$ cat config.mk
export PLATFORM = sky130hd
export DESIGN_NAME = serial_adder_ctrl
export DESIGN_NICKNAME = d
export VERILOG_FILES = /design/src/rtl/serial_adder_ctrl_pkg.sv /design/src/rtl/serial_adder_ctrl_rca4.sv /design/src/rtl/serial_adder_ctrl.sv
export SDC_FILE = /design/constraint.sdc
export NUM_CORES = 1
export LEC_CHECK = 0
export ABC_CLOCK_PERIOD_IN_PS = 2900
export CAP_MARGIN = 5
export CORE_ASPECT_RATIO = 0.5
export CORE_MARGIN = 2
export CORE_UTILIZATION = 45
export CTS_CLUSTER_SIZE = 40
export DETAILED_ROUTE_END_ITERATION = 10
export PLACE_DENSITY = 0.76
export SYNTH_ARGS = -nofsm -noshare
export SYNTH_HDL_FRONTEND = slang
export SYNTH_SLANG_ARGS = --single-unit
$ cat constraint.sdc
create_clock -name clk -period 2.9 [get_ports clk]
set_input_delay 0.87 -clock clk [delete_from_list [all_inputs] [get_ports clk]]
set_output_delay 0.87 -clock clk [all_outputs]
set_load 0.03 [all_outputs]
$ cat src/rtl/serial_adder_ctrl_pkg.sv
// Shared definitions for the nibble-serial adder controller.
package serial_adder_ctrl_pkg;
    localparam int SLICE_W = 4;

    typedef enum logic [1:0] {
        IDLE = 2'd0,
        RUN  = 2'd1,
        DONE = 2'd2
    } state_t;
endpackage

$ cat src/rtl/serial_adder_ctrl_rca4.sv
// 4-bit ripple-carry adder slice, reused once per nibble by the controller.
module ripple_carry_adder4 (
    input  logic [3:0] a,
    input  logic [3:0] b,
    input  logic       cin,
    output logic [3:0] sum,
    output logic       cout
);
    logic [4:0] w_c;

    assign w_c[0] = cin;

    for (genvar i = 0; i < 4; i++) begin : g_bit
        assign sum[i]   = a[i] ^ b[i] ^ w_c[i];
        assign w_c[i+1] = (a[i] & b[i]) | (w_c[i] & (a[i] ^ b[i]));
    end

    assign cout = w_c[4];
endmodule

$ cat src/rtl/serial_adder_ctrl.sv
// Nibble-serial adder: one shared 4-bit slice processes one nibble per cycle,
// carry held in a register between cycles.
module serial_adder_ctrl
    import serial_adder_ctrl_pkg::*;
#(
    parameter int NUM_NIBBLES = 4
) (
    input  logic                           clk,
    input  logic                           rst,
    input  logic                           start,
    input  logic [SLICE_W*NUM_NIBBLES-1:0] a,
    input  logic [SLICE_W*NUM_NIBBLES-1:0] b,
    input  logic                           cin,
    output logic                           ready,
    output logic                           busy,
    output logic                           done,
    output logic [SLICE_W*NUM_NIBBLES-1:0] sum,
    output logic                           cout,
    output logic                           ovf
);
    localparam int W     = SLICE_W * NUM_NIBBLES;
    localparam int IDX_W = (NUM_NIBBLES > 1) ? $clog2(NUM_NIBBLES) : 1;

    state_t             r_state;
    logic [IDX_W-1:0]   r_idx;
    logic               r_carry;
    logic [W-1:0]       r_a;
    logic [W-1:0]       r_b;
    logic [W-1:0]       r_sum;
    logic               r_cout;
    logic               r_ovf;

    logic [SLICE_W-1:0] w_a_nib;
    logic [SLICE_W-1:0] w_b_nib;
    logic [SLICE_W-1:0] w_slice_sum;
    logic               w_slice_cout;
    logic               w_last;

    assign w_a_nib = r_a[SLICE_W*r_idx +: SLICE_W];
    assign w_b_nib = r_b[SLICE_W*r_idx +: SLICE_W];
    assign w_last  = (r_idx == IDX_W'(NUM_NIBBLES - 1));

    ripple_carry_adder4 u_slice (
        .a    (w_a_nib),
        .b    (w_b_nib),
        .cin  (r_carry),
        .sum  (w_slice_sum),
        .cout (w_slice_cout)
    );

    always_ff @(posedge clk or posedge rst) begin
        if (rst) begin
            r_state <= IDLE;
            r_idx   <= '0;
            r_carry <= 1'b0;
            r_a     <= '0;
            r_b     <= '0;
            r_sum   <= '0;
            r_cout  <= 1'b0;
            r_ovf   <= 1'b0;
        end else begin
            case (r_state)
                IDLE: begin
                    if (start) begin
                        r_state <= RUN;
                        r_a     <= a;
                        r_b     <= b;
                        r_carry <= cin;
                        r_idx   <= '0;
                        r_sum   <= '0;
                        r_cout  <= 1'b0;
                        r_ovf   <= 1'b0;
                    end
                end
                RUN: begin
                    r_sum[SLICE_W*r_idx +: SLICE_W] <= w_slice_sum;
                    r_carry <= w_slice_cout;
                    r_idx   <= r_idx + 1'b1;
                    // Overflow uses the MSB being written this cycle, not the stale register.
                    if (w_last) begin
                        r_state <= DONE;
                        r_cout  <= w_slice_cout;
                        r_ovf   <= (r_a[W-1] == r_b[W-1]) &&
                                   (w_slice_sum[SLICE_W-1] != r_a[W-1]);
                    end
                end
                DONE:    r_state <= IDLE;
                default: r_state <= IDLE;
            endcase
        end
    end

    assign ready = (r_state == IDLE);
    assign busy  = (r_state == RUN);
    assign done  = (r_state == DONE);
    assign sum   = r_sum;
    assign cout  = r_cout;
    assign ovf   = r_ovf;
endmodule
==> flow_metrics.py <==
metrics = {
    "pwr": {
        "power_frac_seq_pct": 31.3,
        "switching_power_w": 0.001746,
        "power.density_mw_per_mm2": 1301,
        "vdd_ir_drop_max_v": 0.0006047,
        "power.total_w": 0.004338,
        "clockPowerShare_pct": 10.2,
        "swShare_pct": 40.24,
        "leakagePower_nw": 1.406,
        "p_int_w": 0.002593,
        "p_comb_share_pct": 58.5,
    },
    "finish": {
        "fin_cells": 313,
        "multi_input_area_mm2": 0.001071,
        "area_growth_pct": 31.80,
        "n_antenna_cell": 0,
        "design_area_mm2": 0.003334,
        "fill_cells": 436,
        "seq_area_mm2": 0.001379,
        "final_nets": 283,
        "layout-drive-gt1-share_pct": 28.75,
    },
    "grt": {
        "grt_pass1_vias": 1761,
        "grt_use_met3_pct": 3.886,
        "gr-usage-all-layers_pct": 18.03,
        "grt_use_met2_pct": 29.97,
        "grt_pass1_wl_um": 8569,
        "grt_overflow_total": 0,
        "grt_max_degree": 36,
        "grt_most_used_layer": "met2",
        "antenna_found_initial": 0,
        "met1_usage_pct": 24.35,
    },
    "drt": {
        "drtIter0Drc": 83,
        "drt-pass1-iter-count": 4,
        "wl_per_cell_um": 16.54,
        "vias": 1630,
        "detail-route-antenna-nets": 0,
        "wl_um": 5177,
        "drc": 0,
        "routed_via_density": 5.208,
    },
    "min_path": {
        "hold_depth": 1,
        "min_from": "sum[14]",
        "hold_class": "register to register",
        "holdPathEnd": "sum[14]",
    },
    "clock_network": {
        "clockBufferDepth": 2,
        "h-tree-depth": 2,
        "cts_setup_buffers": 0,
        "cts_tree": "built",
        "clk_latency_ps": 310,
        "ctsHoldBuffers": 0,
        "clockRootBuffer": "clkbuf_8",
        "clkTransAtPathRegs_ps": 90,
        "cts_inserted_buffers": 5,
        "cts.sinks": 55,
        "postCtsResizedCells": 0,
    },
    "setup_path": {
        "r2r_end": "ovf",
        "cp.arrival_ps": 3060,
        "reg2reg_slack_ps": 40,
        "r2r_cells": 12,
        "crit_fanout": 4,
        "cp-end-kind": "register",
        "crit_chain": "mux4_2 > inv_1 > fa_1 > inv_1 > fa_2 > inv_1 > fa_2 > inv_2 > fa_2 > nand2b_1 > o22ai_2 > a22o_1",
        "rr_startpoint": "r_idx[0]",
        "path_delay_family": "adder cells",
        "slowest_stage": "fa_2",
        "critical_path_class": "register to register",
        "critical_path.max_stage_delay_ps": 460,
        "crit_buf_inv": 4,
        "worstPathRequired_ps": 3090,
        "worst_setup_path_start_kind": "register",
    },
    "timing": {
        "slew_viol_final": 0,
        "period_share_pct": 98.65,
        "period_needed_ps": 2861,
        "setup_violations": 0,
        "fmax_ghz": 0.3496,
        "hold_violations": 0,
        "finClkSkew_ps": 12.92,
        "rsz0062_at_grt": "yes",
        "whs_ps": 495.1,
        "worst_pin_slew_ps": 526.3,
        "maxSlewHeadroom_pct": 64.86,
    },
    "die": {
        "fp.dieH_um": 57.02,
        "row_count": 19,
        "io_pins": 57,
        "die_w_um": 110.0,
        "start_util_pct": 46.47,
        "dieArea_mm2": 0.006274,
        "fp.coreArea_mm2": 0.005444,
    },
    "place": {
        "dp_cells": 305,
        "place_area_mm2": 0.003222,
        "dpl.hpwl_um": 3899,
        "port-buffer-count": 56,
        "place_congestion": 0.8522,
    },
    "run_status": {
        "outcome": "complete, no violations",
    },
    "synthesis": {
        "avgSynthCellArea_um2": 14.46,
        "syn_nets": 219,
        "yosysSeqAreaShare_pct": 54.40,
        "yosysWarnings": 0,
        "ys_types": 30,
        "syn_area_mm2": 0.002530,
        "postSynthCellCount": 175,
        "synth-seq-cells": 55,
    },
    "run": {
        "maxCapViolations": 0,
    },
}
[placed cells by master (no fill, tap or decap), types with 3 or more instances in the layout]
cell type	instances
mux2_2	32
a21o_2	3
ha_1	4
inv_1	10
nand2b_1	3
buf_4	5
nand2_1	7
inv_2	3
o2bb2ai_1	8
a22o_1	9
dfrtp_1	53
mux4_2	8
clkdlybuf4s50_1	56
clkbuf_8	6
fa_2	3
[cell families after synthesis]
family | after synthesis | synth area share (%)
AO/OA/AOI/OAI | 25 | 8.359
adder cells (fa/ha/maj) | 8 | 5.144
buffers and inverters | 20 | 3.808
flip-flops | 55 | 54.40
multiplexers | 42 | 22.26
AND/OR/NAND/NOR | 25 | 6.035
[power by group through the flow]
stage	clock [W]	sequential [W]	combinational (W)
2_1_floorplan	0	0.00144	0.00150
3_3_place_gp	0	0.00135	0.00235
3_5_place_dp	0	0.00137	0.00243
4_1_cts	0.000455	0.00135	0.00244
5_1_grt	0.000484	0.00140	0.00275
6_report	0.000444	0.00136	0.00254
[state kept, by name, summed over array words and instances (netlist names)]
signal and count:
cout 1, ovf 1, r_a 16, r_b 16, r_carry 1, r_idx 2
r_state 2, sum 16
[layer usage]
layer / part of all wire, % / vias to the layer above / wire (µm)
li1: - / 766 / -
met1: 45 / 828 / 2351
met2: 50 / 29 / 2574
met3: 3.6 / 7 / 188
met4: 1.2 / 0 / 63
met5: 0 / - / 0
[cell type report]
type | instances | share of cell area (%)
tap | 73 | 2.739
timing repair buffer | 64 | 19.47
sequential | 55 | 41.35
inverter | 13 | 1.463
clock inverter | 1 | 0.2627
clock buffer | 7 | 2.589
multi-input combinational | 100 | 32.12
[Yosys cell counts]
library cell  number  area [µm²]
or3b_4             1       11.26
and4_1             1       8.760
nor4_1             1       6.260
mux4_2             8       180.2
fa_1               4       80.08
inv_1             13       48.80
or4_1              1       7.510
nor3b_4            1       18.77
nor2_1             2       7.510
o22ai_1            3       18.77
nand4_1            1       6.260
mux2_1             2       22.52
nand2b_1           3       18.77
a21o_1             1       7.510
clkbuf_1           1       3.750
dfrtp_1           55        1376
buf_2              2       10.01
nor3_1             2       10.01
a221o_1            1       10.01
ha_1               4       50.05
a22o_1             9       78.83
o2bb2ai_1          8       70.07
mux2_2            32       360.4
buf_6              1       11.26
nand2_1            7       26.28
a21o_2             3       26.28
buf_4              3       22.52
nor2b_1            1       6.260
or3_1              2       12.51
and2_1             2       12.51
[stage by stage]
step / utilization, % / setup WS (ps) / TNS [ps]
4_1_cts: 60.93 / 10.49 / 0
3_3_place_gp: 59.18 / 93.12 / 0
6_report: 61.25 / 39.20 / 0
5_1_grt: 61.25 / -80.09 / -122.3
2_1_floorplan: - / -10.86 / -10.86
3_5_place_dp: 59.18 / 34.92 / 0
[worst max-delay path by stage]
stage	from	to	slack, ps	depth (start not counted)
final	r_idx[0]	ovf	40	12
after global routing	r_idx[0]	ovf	-80	12
after CTS	r_idx[0]	ovf	10	12
after detailed placement	r_idx[0]	sum[3]	30	11
after global placement	r_idx[0]	sum[3]	90	11
after floorplan	r_idx[0]	ovf	-10	13
Note: power is estimated with default switching activity, not from simulation.
